File: src/rtl/multicycle_controller_if.sv
// Control/status bundle between the multi-cycle controller and its datapath.
// master = controller side, slave = datapath side.
interface multicycle_controller_if;
  logic [3:0] Cond;
  logic [1:0] Op;
  logic [5:0] Funct;
  logic [3:0] Rd;
  logic [3:0] ALUFlags;
  logic       PCWrite;
  logic       IRWrite;
  logic       RegWrite;
  logic       MemWrite;
  logic       AdrSrc;
  logic       ALUSrcA;
  logic [1:0] ALUSrcB;
  logic [1:0] ResultSrc;
  logic [3:0] ALUControl;
  logic [1:0] ImmSrc;
  logic [1:0] RegSrc;
  logic [3:0] Flags;
  logic [3:0] State;

  modport master (
    input  Cond, Op, Funct, Rd, ALUFlags,
    output PCWrite, IRWrite, RegWrite, MemWrite, AdrSrc, ALUSrcA,
           ALUSrcB, ResultSrc, ALUControl, ImmSrc, RegSrc, Flags, State
  );

  modport slave (
    output Cond, Op, Funct, Rd, ALUFlags,
    input  PCWrite, IRWrite, RegWrite, MemWrite, AdrSrc, ALUSrcA,
           ALUSrcB, ResultSrc, ALUControl, ImmSrc, RegSrc, Flags, State
  );
endinterface

File: src/rtl/multicycle_controller.sv
// Multi-cycle control unit for the ARM-subset datapath: state sequencing,
// NZCV flag storage and condition-gated write enables.
//
//   state  | meaning
//   FETCH  | read instruction at PC, PC <= PC+4
//   DECODE | read registers, ALU forms PC+8 for R15 reads
//   MEMADR | ALU forms load/store address
//   MEMRD  | read data memory at ALUOut
//   MEMWB  | write loaded data to Rd
//   MEMWR  | write data memory at ALUOut
//   EXECR  | ALU op on register operand
//   EXECI  | ALU op on immediate operand
//   ALUWB  | write ALUOut to Rd (not for CMP)
//   BRANCH | PC <= PC+8+offset
module multicycle_controller (
  input logic CLK,
  input logic RESET,
  multicycle_controller_if.master bus
);

  typedef enum logic [3:0] {
    FETCH  = 4'd0,
    DECODE = 4'd1,
    MEMADR = 4'd2,
    MEMRD  = 4'd3,
    MEMWB  = 4'd4,
    MEMWR  = 4'd5,
    EXECR  = 4'd6,
    EXECI  = 4'd7,
    ALUWB  = 4'd8,
    BRANCH = 4'd9
  } state_t;

  state_t     state, state_nxt;
  logic [3:0] flags;
  logic       cond_ex;

  // Moore controls, registered from the next state
  logic       pcw_fetch_q, irwrite_q, regw_q, memw_q, branch_q;
  logic       adrsrc_q, alusrca_q;
  logic [1:0] alusrcb_q, resultsrc_q;
  logic [3:0] aluctl_q;

  logic [3:0] cmd;
  logic       imm_op, set_l;

  assign cmd    = bus.Funct[4:1];
  assign imm_op = bus.Funct[5];
  assign set_l  = bus.Funct[0];

  always_comb begin
    cond_ex = 1'b1;
    case (bus.Cond)
      4'b0000: cond_ex = flags[2];
      4'b0001: cond_ex = ~flags[2];
      4'b0010: cond_ex = flags[1];
      4'b0011: cond_ex = ~flags[1];
      4'b0100: cond_ex = flags[3];
      4'b0101: cond_ex = ~flags[3];
      4'b0110: cond_ex = flags[0];
      4'b0111: cond_ex = ~flags[0];
      4'b1000: cond_ex = flags[1] & ~flags[2];
      4'b1001: cond_ex = ~flags[1] | flags[2];
      4'b1010: cond_ex = (flags[3] == flags[0]);
      4'b1011: cond_ex = (flags[3] != flags[0]);
      4'b1100: cond_ex = ~flags[2] & (flags[3] == flags[0]);
      4'b1101: cond_ex = flags[2] | (flags[3] != flags[0]);
      default: cond_ex = 1'b1;
    endcase
  end

  always_comb begin
    state_nxt = FETCH;
    case (state)
      FETCH:  state_nxt = DECODE;
      DECODE: begin
        case (bus.Op)
          2'b01:   state_nxt = MEMADR;
          2'b00:   state_nxt = imm_op ? EXECI : EXECR;
          2'b10:   state_nxt = BRANCH;
          default: state_nxt = FETCH;
        endcase
      end
      MEMADR: state_nxt = set_l ? MEMRD : MEMWR;
      MEMRD:  state_nxt = MEMWB;
      EXECR:  state_nxt = ALUWB;
      EXECI:  state_nxt = ALUWB;
      default: state_nxt = FETCH;
    endcase
  end

  always_ff @(posedge CLK or posedge RESET) begin
    if (RESET) begin
      state       <= FETCH;
      flags       <= 4'b0000;
      pcw_fetch_q <= 1'b1;
      irwrite_q   <= 1'b1;
      regw_q      <= 1'b0;
      memw_q      <= 1'b0;
      branch_q    <= 1'b0;
      adrsrc_q    <= 1'b0;
      alusrca_q   <= 1'b1;
      alusrcb_q   <= 2'b10;
      resultsrc_q <= 2'b10;
      aluctl_q    <= 4'b0100;
    end else begin
      state <= state_nxt;
      // condition is judged on the flags held before this edge
      if ((state == EXECR || state == EXECI) && set_l && cond_ex)
        flags <= bus.ALUFlags;

      pcw_fetch_q <= 1'b0;
      irwrite_q   <= 1'b0;
      regw_q      <= 1'b0;
      memw_q      <= 1'b0;
      branch_q    <= 1'b0;
      adrsrc_q    <= 1'b0;
      alusrca_q   <= 1'b0;
      alusrcb_q   <= 2'b00;
      resultsrc_q <= 2'b00;
      aluctl_q    <= 4'b0000;
      case (state_nxt)
        FETCH: begin
          pcw_fetch_q <= 1'b1;
          irwrite_q   <= 1'b1;
          alusrca_q   <= 1'b1;
          alusrcb_q   <= 2'b10;
          resultsrc_q <= 2'b10;
          aluctl_q    <= 4'b0100;
        end
        DECODE: begin
          alusrca_q   <= 1'b1;
          alusrcb_q   <= 2'b10;
          resultsrc_q <= 2'b10;
          aluctl_q    <= 4'b0100;
        end
        MEMADR: begin
          alusrcb_q <= 2'b01;
          aluctl_q  <= 4'b0100;
        end
        MEMRD: adrsrc_q <= 1'b1;
        MEMWB: begin
          resultsrc_q <= 2'b01;
          regw_q      <= 1'b1;
        end
        MEMWR: begin
          adrsrc_q <= 1'b1;
          memw_q   <= 1'b1;
        end
        EXECR: aluctl_q <= cmd;
        EXECI: begin
          alusrcb_q <= 2'b01;
          aluctl_q  <= cmd;
        end
        ALUWB: regw_q <= (cmd != 4'b1010);
        BRANCH: begin
          alusrcb_q   <= 2'b01;
          resultsrc_q <= 2'b10;
          aluctl_q    <= 4'b0100;
          branch_q    <= 1'b1;
        end
        default: ;
      endcase
    end
  end

  assign bus.PCWrite    = pcw_fetch_q |
                          (cond_ex & (branch_q | (regw_q & (bus.Rd == 4'd15))));
  assign bus.IRWrite    = irwrite_q;
  assign bus.RegWrite   = regw_q & cond_ex;
  assign bus.MemWrite   = memw_q & cond_ex;
  assign bus.AdrSrc     = adrsrc_q;
  assign bus.ALUSrcA    = alusrca_q;
  assign bus.ALUSrcB    = alusrcb_q;
  assign bus.ResultSrc  = resultsrc_q;
  assign bus.ALUControl = aluctl_q;
  assign bus.ImmSrc     = bus.Op;
  assign bus.RegSrc     = {bus.Op == 2'b01, bus.Op == 2'b10};
  assign bus.Flags      = flags;
  assign bus.State      = state;

endmodule
File: src/flat_wrapper.sv
// flat-port wrapper written by rule: the top's interface ports become plain ports
module multicycle_controller_flat 
  (CLK, RESET, bus_Cond, bus_Op, bus_Funct, bus_Rd, bus_ALUFlags, bus_PCWrite, bus_IRWrite, bus_RegWrite, bus_MemWrite, bus_AdrSrc, bus_ALUSrcA, bus_ALUSrcB, bus_ResultSrc, bus_ALUControl, bus_ImmSrc, bus_RegSrc, bus_Flags, bus_State);
  multicycle_controller_if bus_i ();
  input logic CLK;
  input logic RESET;
  input wire logic [$bits(bus_i.Cond)-1:0] bus_Cond;
  input wire logic [$bits(bus_i.Op)-1:0] bus_Op;
  input wire logic [$bits(bus_i.Funct)-1:0] bus_Funct;
  input wire logic [$bits(bus_i.Rd)-1:0] bus_Rd;
  input wire logic [$bits(bus_i.ALUFlags)-1:0] bus_ALUFlags;
  output wire logic [$bits(bus_i.PCWrite)-1:0] bus_PCWrite;
  output wire logic [$bits(bus_i.IRWrite)-1:0] bus_IRWrite;
  output wire logic [$bits(bus_i.RegWrite)-1:0] bus_RegWrite;
  output wire logic [$bits(bus_i.MemWrite)-1:0] bus_MemWrite;
  output wire logic [$bits(bus_i.AdrSrc)-1:0] bus_AdrSrc;
  output wire logic [$bits(bus_i.ALUSrcA)-1:0] bus_ALUSrcA;
  output wire logic [$bits(bus_i.ALUSrcB)-1:0] bus_ALUSrcB;
  output wire logic [$bits(bus_i.ResultSrc)-1:0] bus_ResultSrc;
  output wire logic [$bits(bus_i.ALUControl)-1:0] bus_ALUControl;
  output wire logic [$bits(bus_i.ImmSrc)-1:0] bus_ImmSrc;
  output wire logic [$bits(bus_i.RegSrc)-1:0] bus_RegSrc;
  output wire logic [$bits(bus_i.Flags)-1:0] bus_Flags;
  output wire logic [$bits(bus_i.State)-1:0] bus_State;
  assign bus_i.Cond = bus_Cond;
  assign bus_i.Op = bus_Op;
  assign bus_i.Funct = bus_Funct;
  assign bus_i.Rd = bus_Rd;
  assign bus_i.ALUFlags = bus_ALUFlags;
  assign bus_PCWrite = bus_i.PCWrite;
  assign bus_IRWrite = bus_i.IRWrite;
  assign bus_RegWrite = bus_i.RegWrite;
  assign bus_MemWrite = bus_i.MemWrite;
  assign bus_AdrSrc = bus_i.AdrSrc;
  assign bus_ALUSrcA = bus_i.ALUSrcA;
  assign bus_ALUSrcB = bus_i.ALUSrcB;
  assign bus_ResultSrc = bus_i.ResultSrc;
  assign bus_ALUControl = bus_i.ALUControl;
  assign bus_ImmSrc = bus_i.ImmSrc;
  assign bus_RegSrc = bus_i.RegSrc;
  assign bus_Flags = bus_i.Flags;
  assign bus_State = bus_i.State;
  multicycle_controller u_core (.CLK(CLK), .RESET(RESET), .bus(bus_i));
endmodule
File: config.mk
export PLATFORM = sky130hd
export DESIGN_NAME = multicycle_controller_flat
export DESIGN_NICKNAME = d
export VERILOG_FILES = /design/src/rtl/multicycle_controller_if.sv /design/src/rtl/multicycle_controller.sv /design/src/flat_wrapper.sv
export SDC_FILE = /design/constraint.sdc
export NUM_CORES = 1
export LEC_CHECK = 0
export CORE_UTILIZATION = 43
export CTS_CLUSTER_SIZE = 12
export DETAILED_ROUTE_END_ITERATION = 8
export PLACE_DENSITY = 0.85
export SLEW_MARGIN = 5
export SYNTH_ARGS = -nofsm -noshare
export SYNTH_HDL_FRONTEND = slang
export SYNTH_SLANG_ARGS = --single-unit
File: constraint.sdc
create_clock -name CLK -period 6.2 [get_ports CLK]
set_clock_uncertainty 0.2 [all_clocks]
set_input_delay 0.93 -clock CLK [delete_from_list [all_inputs] [get_ports CLK]]
set_output_delay 0.93 -clock CLK [all_outputs]
set_load 0.01 [all_outputs]
Word-level counts from Yosys, hierarchy flattened
Index checks and enable logic that the tools add are counted.
Widths: inputs -> output; s select.
- reduce and logical (&&, ||, !) cells: 14
- bitwise operators: 14
- eq/ne operators: 33
- mux-type cells: 14
- operators with widths (operator ; number):
    $eq 4x3->1 const B ; 10
    $eq 4x4->1 const B ; 9
    $eq 4x2->1 const B ; 6
    $pmux 4 s5 ; 1
    $pmux 1 s14 ; 1
    $eq 4x1->1 const B ; 3
    $logic_not 4->1 ; 3
    $pmux 4 s3 ; 1
    $pmux 2 s2 ; 2
    $pmux 4 s2 ; 1
    $reduce_or 2->1 ; 4
    $and 1x1->1 ; 6
    $mux 1 ; 6
    $reduce_or 3->1 ; 2
    $ne 4x4->1 const B ; 1
    $not 1->1 ; 4
    $or 1x1->1 ; 4
    $reduce_or 4->1 ; 1
    $mux 3 ; 1
    $eq 2x1->1 const B ; 1
    $eq 2x2->1 const B ; 1
    $logic_and 1x1->1 ; 2
    $logic_not 2->1 ; 1
    $pmux 1 s2 ; 1
    other kinds (3) ; 3
- output and inout port bits: 26
- register bits: 22
- word-level logic and storage cells: 86

Depth between registers and ports, before layout
- word-level depth: 6
- gate-level depth with buffers: 6

Worst setup path before layout
OpenSTA, ideal clock, no wires.
- path kind: in2out
- from: input port bus_Cond[1]
- to: output port bus_PCWrite
- path buffers: 1
- stages: 6
- data required time: 5070 ps
- slack: 2760 ps
- arrival time: 2310 ps
- path through: buf_1 > mux2i_1 > mux2_2 > a311oi_2 > nor2_1 > o21bai_1
- longest elaborated chain between the ends: 4
- elaborated cells between the ends (all ways): 17
- ends and longest elaborated chain (item ; RTL line ; RTL):
    start, declared ; flat_wrapper.sv:7 ; input wire logic [$bits(bus_i.Cond)-1:0] bus_Cond;
    $eq 4x4->1, or another cell as far along ; multicycle_controller.sv:53 ; case (bus.Cond)
    $pmux 1 s14 * ; multicycle_controller.sv:53 ;
    $and 1x1->1 * ; multicycle_controller.sv:168 ; (cond_ex & (branch_q | (regw_q & (bus.Rd == 4'd15))));
    $or 1x1->1 * ; multicycle_controller.sv:167 ; assign bus.PCWrite = pcw_fetch_q |
    end, declared ; flat_wrapper.sv:12 ; output wire logic [$bits(bus_i.PCWrite)-1:0] bus_PCWrite;
Mark *: on every way between the ends. The rest lies on a longest branch, timed or not.

Worst setup path after layout
- from: input port bus_Cond[2]
- to: output port bus_PCWrite
Same word-level chain as after synthesis.

==> run summary <==
Clk pin slew, worst setup/hold paths: 110 ps
Routed wire length: 2428 um
Status: finished clean
Starting DRT DRC Count: 17
FF+latch count, synth: 21
Minimum clock period after layout: 4535 ps
Post-CTS setup buffers: 0
Core area: 2255 um2
Clk root buf: clkbuf_4
Final Hold Viols: 0
Synth warnings: 0
Post-Syn Nets: 120
Worst-Margin Slew: 737.1 ps
Lkg Pwr: 0.0006622 uW
Max-Cap Viols: 0
Final TNS setup: 0 ps
Critical path startpoint category: input pin
Die height: 51.38 um
CTS tree: yes
Site Rows: 17
PD cells: 371.7 nW/um2
Initial antenna violation count: 0
Port buffer count: 47
Slew margin rel.: 0.5081
CP Max Fanout: 8
Largest net degree at the start of global routing: 22
DRC: 0
Post-synth EDFFs: 0
Final Cycle Share: 0.7314
Clk sinks: 21
Clock Path Buffers: 2
Worst Hold Slack: 375.0 ps
RSZ-0062 raised after global routing: no
Number of H-tree levels: 1
Resize count post-CTS: 0
Arrival time at the worst endpoint: 3400 ps
Max Fclk: 220.5 MHz
Die ar.: 2640 um2
Mean post-synth cell area: 10.70 um2
Vias in the first global route: 937
Die width: 51.38 um
Worst Hold Class: flop to flop
# nets final: 167
DP HPWL: 1880 um
Worst VDD drop: 0.0002670 V
Cts hold-fix bufs: 0
Layout cells sized above 1: 0.1042
Initial core utilization: 0.4650
Required @ worst endpoint: 5070 ps
Final setup fails: 0
ANT nets after route: 0
GRT Total Usage: 0.2069
Via count: 925
Seq/Total Area, Yosys: 0.5060
Cells after Synth: 98
P&R area growth vs syn: 47.97%
Drt pass-1 iters: 4
WL/cell: 14.12 um
I/O pin cnt: 48
Clk_lat worst skew: 300 ps
Distinct cells, synth: 39
Slew Viols, Final: 0
Synth Flop Type: dfrtp_1
Synthesized area: 1049 um2
Vias per inst: 5.378
Antenna cell count: 0
GRT overflow: 0
CTS Buf Count: 3
Critical path capture point type: output port
Critical path type: input pin to output port
Post-synth ARST share: 1.000
Gpl congestion: 0.9279
Global-route wire length before repair: 4091 um
## worst max-delay path, cell delays in order
cell and delay, ps:
clkdlybuf4s50_1 540, or3b_1 450, or3_1 330, a311oi_2 320, nor2_1 120, o21bai_1 150
clkdlybuf4s50_1 560
## sequential cells by signal, indices dropped and copies added (netlist names)
name / count
u_core.bus.State: 4
u_core.bus.ALUSrcA: 1
u_core.regw_q: 1
u_core.bus.ResultSrc: 2
u_core.bus.AdrSrc: 1
u_core.branch_q: 1
u_core.bus.ALUSrcB: 1
u_core.memw_q: 1
u_core.bus.ALUControl: 4
u_core.pcw_fetch_q: 1
u_core.bus.Flags: 4
## placed cells by master (no fill, tap or decap), drive strengths merged, types with 4 or more instances in the layout
cell type      Yosys  final
nor3               5      5
mux2               6      6
clkdlybuf4s50      0     47
nor2               8      8
nand2              4      4
dfrtp             17     17
and2               4      4
dfstp              4      4
nor2b              4      4
## layer usage
layer	share of wire	wire length (um)	vias up	GRT usage
li1	-	-	444	-
met1	0.42	1010	439	0.2538
met2	0.52	1259	40	0.3701
met3	0.060	146	2	0.04167
met4	0.0049	12	0	0.04505
met5	0	0	-	0
## through the flow
step	total power, uW	std cells	util	worst slack (ps)	instance area [um2]
4_1_cts	580.7	172	0.6881	1672	1551
3_5_place_dp	513.4	168	0.6759	1689	1524
3_3_place_gp	506.4	168	0.6759	1761	1524
6_report	576.7	172	0.6881	1665	1551
5_1_grt	614.8	172	0.6881	1583	1551
2_1_floorplan	376.2	98	-	2760	1049
## cell usage after synthesis, types with 3 or more instances
cell type,n,area share
dfrtp_1,17,0.41
nor2_1,8,0.029
nor3_1,5,0.024
and2_1,4,0.024
dfstp_2,4,0.10
mux2_1,4,0.043
nand2_1,4,0.014
nor2b_1,4,0.024
a21oi_1,3,0.014
buf_4,3,0.021
mux2i_1,3,0.029
## final timing paths
kind	start	end	slack (ps)	depth (start not counted)
hold reg to reg	u_core.bus.Flags[1]$_DFFE_PP0P_	u_core.bus.Flags[1]$_DFFE_PP0P_	370	1
min in group asynchronous	RESET	u_core.bus.Flags[0]$_DFFE_PP0P_	830	2
hold / removal	u_core.bus.Flags[1]$_DFFE_PP0P_	u_core.bus.Flags[1]$_DFFE_PP0P_	370	1
setup reg to reg	u_core.bus.Flags[3]$_DFFE_PP0P_	u_core.bus.Flags[2]$_DFFE_PP0P_	3930	5
setup / recovery	bus_Cond[2]	bus_PCWrite	1670	7
max in group asynchronous	RESET	u_core.bus.ALUSrcB[0]$_DFF_PP0_	4490	2
## layout make-up
type                            count  area, um2
Clock buffer                        3      22.52
Clock inverter                      1      5.005
Inverter                            2      7.507
Timing Repair Buffer               47      470.5
Tap cell                           28      35.03
Multi-Input combinational cell     70      480.5
Fill cell                         193      703.2
Sequential cell                    21      530.5
## cell families (layout without fill, tap and decap cells)
logic type	Yosys count	after routing	synth area share
XOR/XNOR	1	1	0.008355
AO/OA/AOI/OAI	18	18	0.1277
multiplexers	9	9	0.09308
buffers and inverters	7	53	0.03579
AND/OR/NAND/NOR	42	42	0.2291
flip-flops	21	21	0.5060
## report_power, final
group	internal (uW)	switching, uW
clock	24.0	40.6
combinational	156	127
sequential	191	38.3
No activity file was read; power rests on OpenSTA's default activity.
==> RTL edit (same settings) <==
Reset style: synchronous (`RESET`), changed in one clocked block.
--- a/src/rtl/multicycle_controller.sv
+++ b/src/rtl/multicycle_controller.sv
@@ -90,5 +90,5 @@
   end
 
-  always_ff @(posedge CLK or posedge RESET) begin
+  always_ff @(posedge CLK) begin
     if (RESET) begin
       state       <= FETCH;
Behaviour: differs if RESET is asserted again (counterexample within 4 cycles, from zero or initial values and one cycle with RESET high); with RESET held inactive, the same outputs for 10 cycles.
==> RTL edit against the unedited design <==
Sequential cell count unchanged. Routed wire length increased by 4.2%. Cell area increased by 2.7%. Area after synthesis increased by 7.9%. Maximum frequency increased by 4.9%. Worst setup slack improved by 0.21 ns.
Power is not compared: it rests on default switching activity, and its combinational part moved more than twofold at a synthesized area within 25%.
==> RTL edit: results (changes against the unedited design) <==
[run_status]
status=finished, final reports clean  ; unchanged

[synth]
synthCells=121  ; was 98
synth_compound_area_share_pct=16.8  ; was 12.8%
synth.cells.most_frequent=dfxtp_1, nand2b_1, nor2_1  ; was dfrtp_1, nor2_1, nor3_1
syn_nets=143  ; was 120
synthDistinctLibCells=42  ; was 39
synth-adder-area-share_pct=0  ; unchanged
ys_seq_area_share_pct=37.2  ; was 50.6%
synthMuxAreaShare_pct=6.64  ; was 9.31%
synth-async-reset-ratio_pct=0  ; was 100%
synth-xor-area-share_pct=2.32  ; was 0.835%

[route]
viasPerCell=5.47  ; was 5.38
avgRoutedWirePerCell_um=13.2  ; was 14.1 um
wl_um=2530  ; was 2430 um
route.met2.wl_um=1290  ; was 1260 um
wl_met1_um=1010  ; about the same
met3_length_um=186  ; was 146 um
drt-initial-drc-count=31  ; was 17

[power_and_ir_drop]
p_int_uw=207

[clock_network]
cts_root_buffer=clkbuf_4  ; unchanged
cts.path.max_buffers=2  ; unchanged
cts_resized=0  ; unchanged

[global_routing]
grt_pass1_vias=973  ; was 937
grtUsageMet2_pct=35.0  ; was 37.0%
grtUsageTotal_pct=19.8  ; was 20.7%
grt_max_degree=23  ; was 22
met1_usage_pct=23.1  ; was 25.4%
use_met3_pct=2.87  ; was 4.17%

[place]
gp_congestion=0.819  ; was 0.928
hpwl_um=1990  ; was 1880 um
placed_area_mm2=0.00157  ; was 0.00152 mm^2

[timing]
max_slew_margin_pct=58.4  ; was 50.8%
hold-worst-slack_ns=0.353  ; was 0.375 ns
hold_violations=0  ; unchanged
setup_ws_ns=1.88  ; was 1.67 ns

[hold_path]
min_path_cells=2  ; was 1
hp-start=u_core.bus.Flags[1]  ; unchanged
hold_path_end=u_core.bus.Flags[1]  ; unchanged
min_path_type=flip-flop to flip-flop  ; unchanged

[layout]
fill_cells=212  ; was 193
drive_gt1_share_pct=9.26  ; was 10.4%
nNetsFinal=185  ; was 167
multiInputGateArea_um2=637  ; was 480 um^2

[worst_setup_path]
arrival_ns=3.19  ; was 3.40 ns
rr_startpoint=u_core.bus.Flags[3]  ; unchanged
endpoint=bus_RegWrite  ; was bus_PCWrite
rrSetupSlack_ns=4.19  ; was 3.93 ns
cp_max_fo=10  ; was 8
r2r_end=u_core.bus.Flags[3]  ; was u_core.bus.Flags[2]
cp-startpoint=bus_Cond[0]  ; was bus_Cond[2]

[RTL edit: cell types whose count changed in the layout (fill, tap and decap cells not counted), sizes merged, moves of 3 or more]
| cell | unedited run | this run |
|---|---|---|
| a31o | 0 | 3 |
| and3 | 2 | 6 |
| dfrtp | 17 | 0 |
| dfstp | 4 | 0 |
| dfxtp | 0 | 21 |
| mux2 | 6 | 1 |
| mux2i | 3 | 6 |
| nand2b | 2 | 12 |
| xor2 | 0 | 3 |
[RTL edit: critical path, stage by stage]
cell             delay, ns
clkdlybuf4s50_1       0.58
or4b_1                0.56
a31oi_1               0.15
o21ai_1               0.13
nand3_1               0.16
and2_1                0.15
clkdlybuf4s50_1       0.54
[RTL edit: final cells by class]
cell class | count | area share, %
Multi-Input combinational cell | 90 | 40.0
Timing Repair Buffer | 47 | 29.5
Sequential cell | 21 | 26.4
Clock inverter | 1 | 0.314
Tap cell | 30 | 2.36
Clock buffer | 3 | 1.41
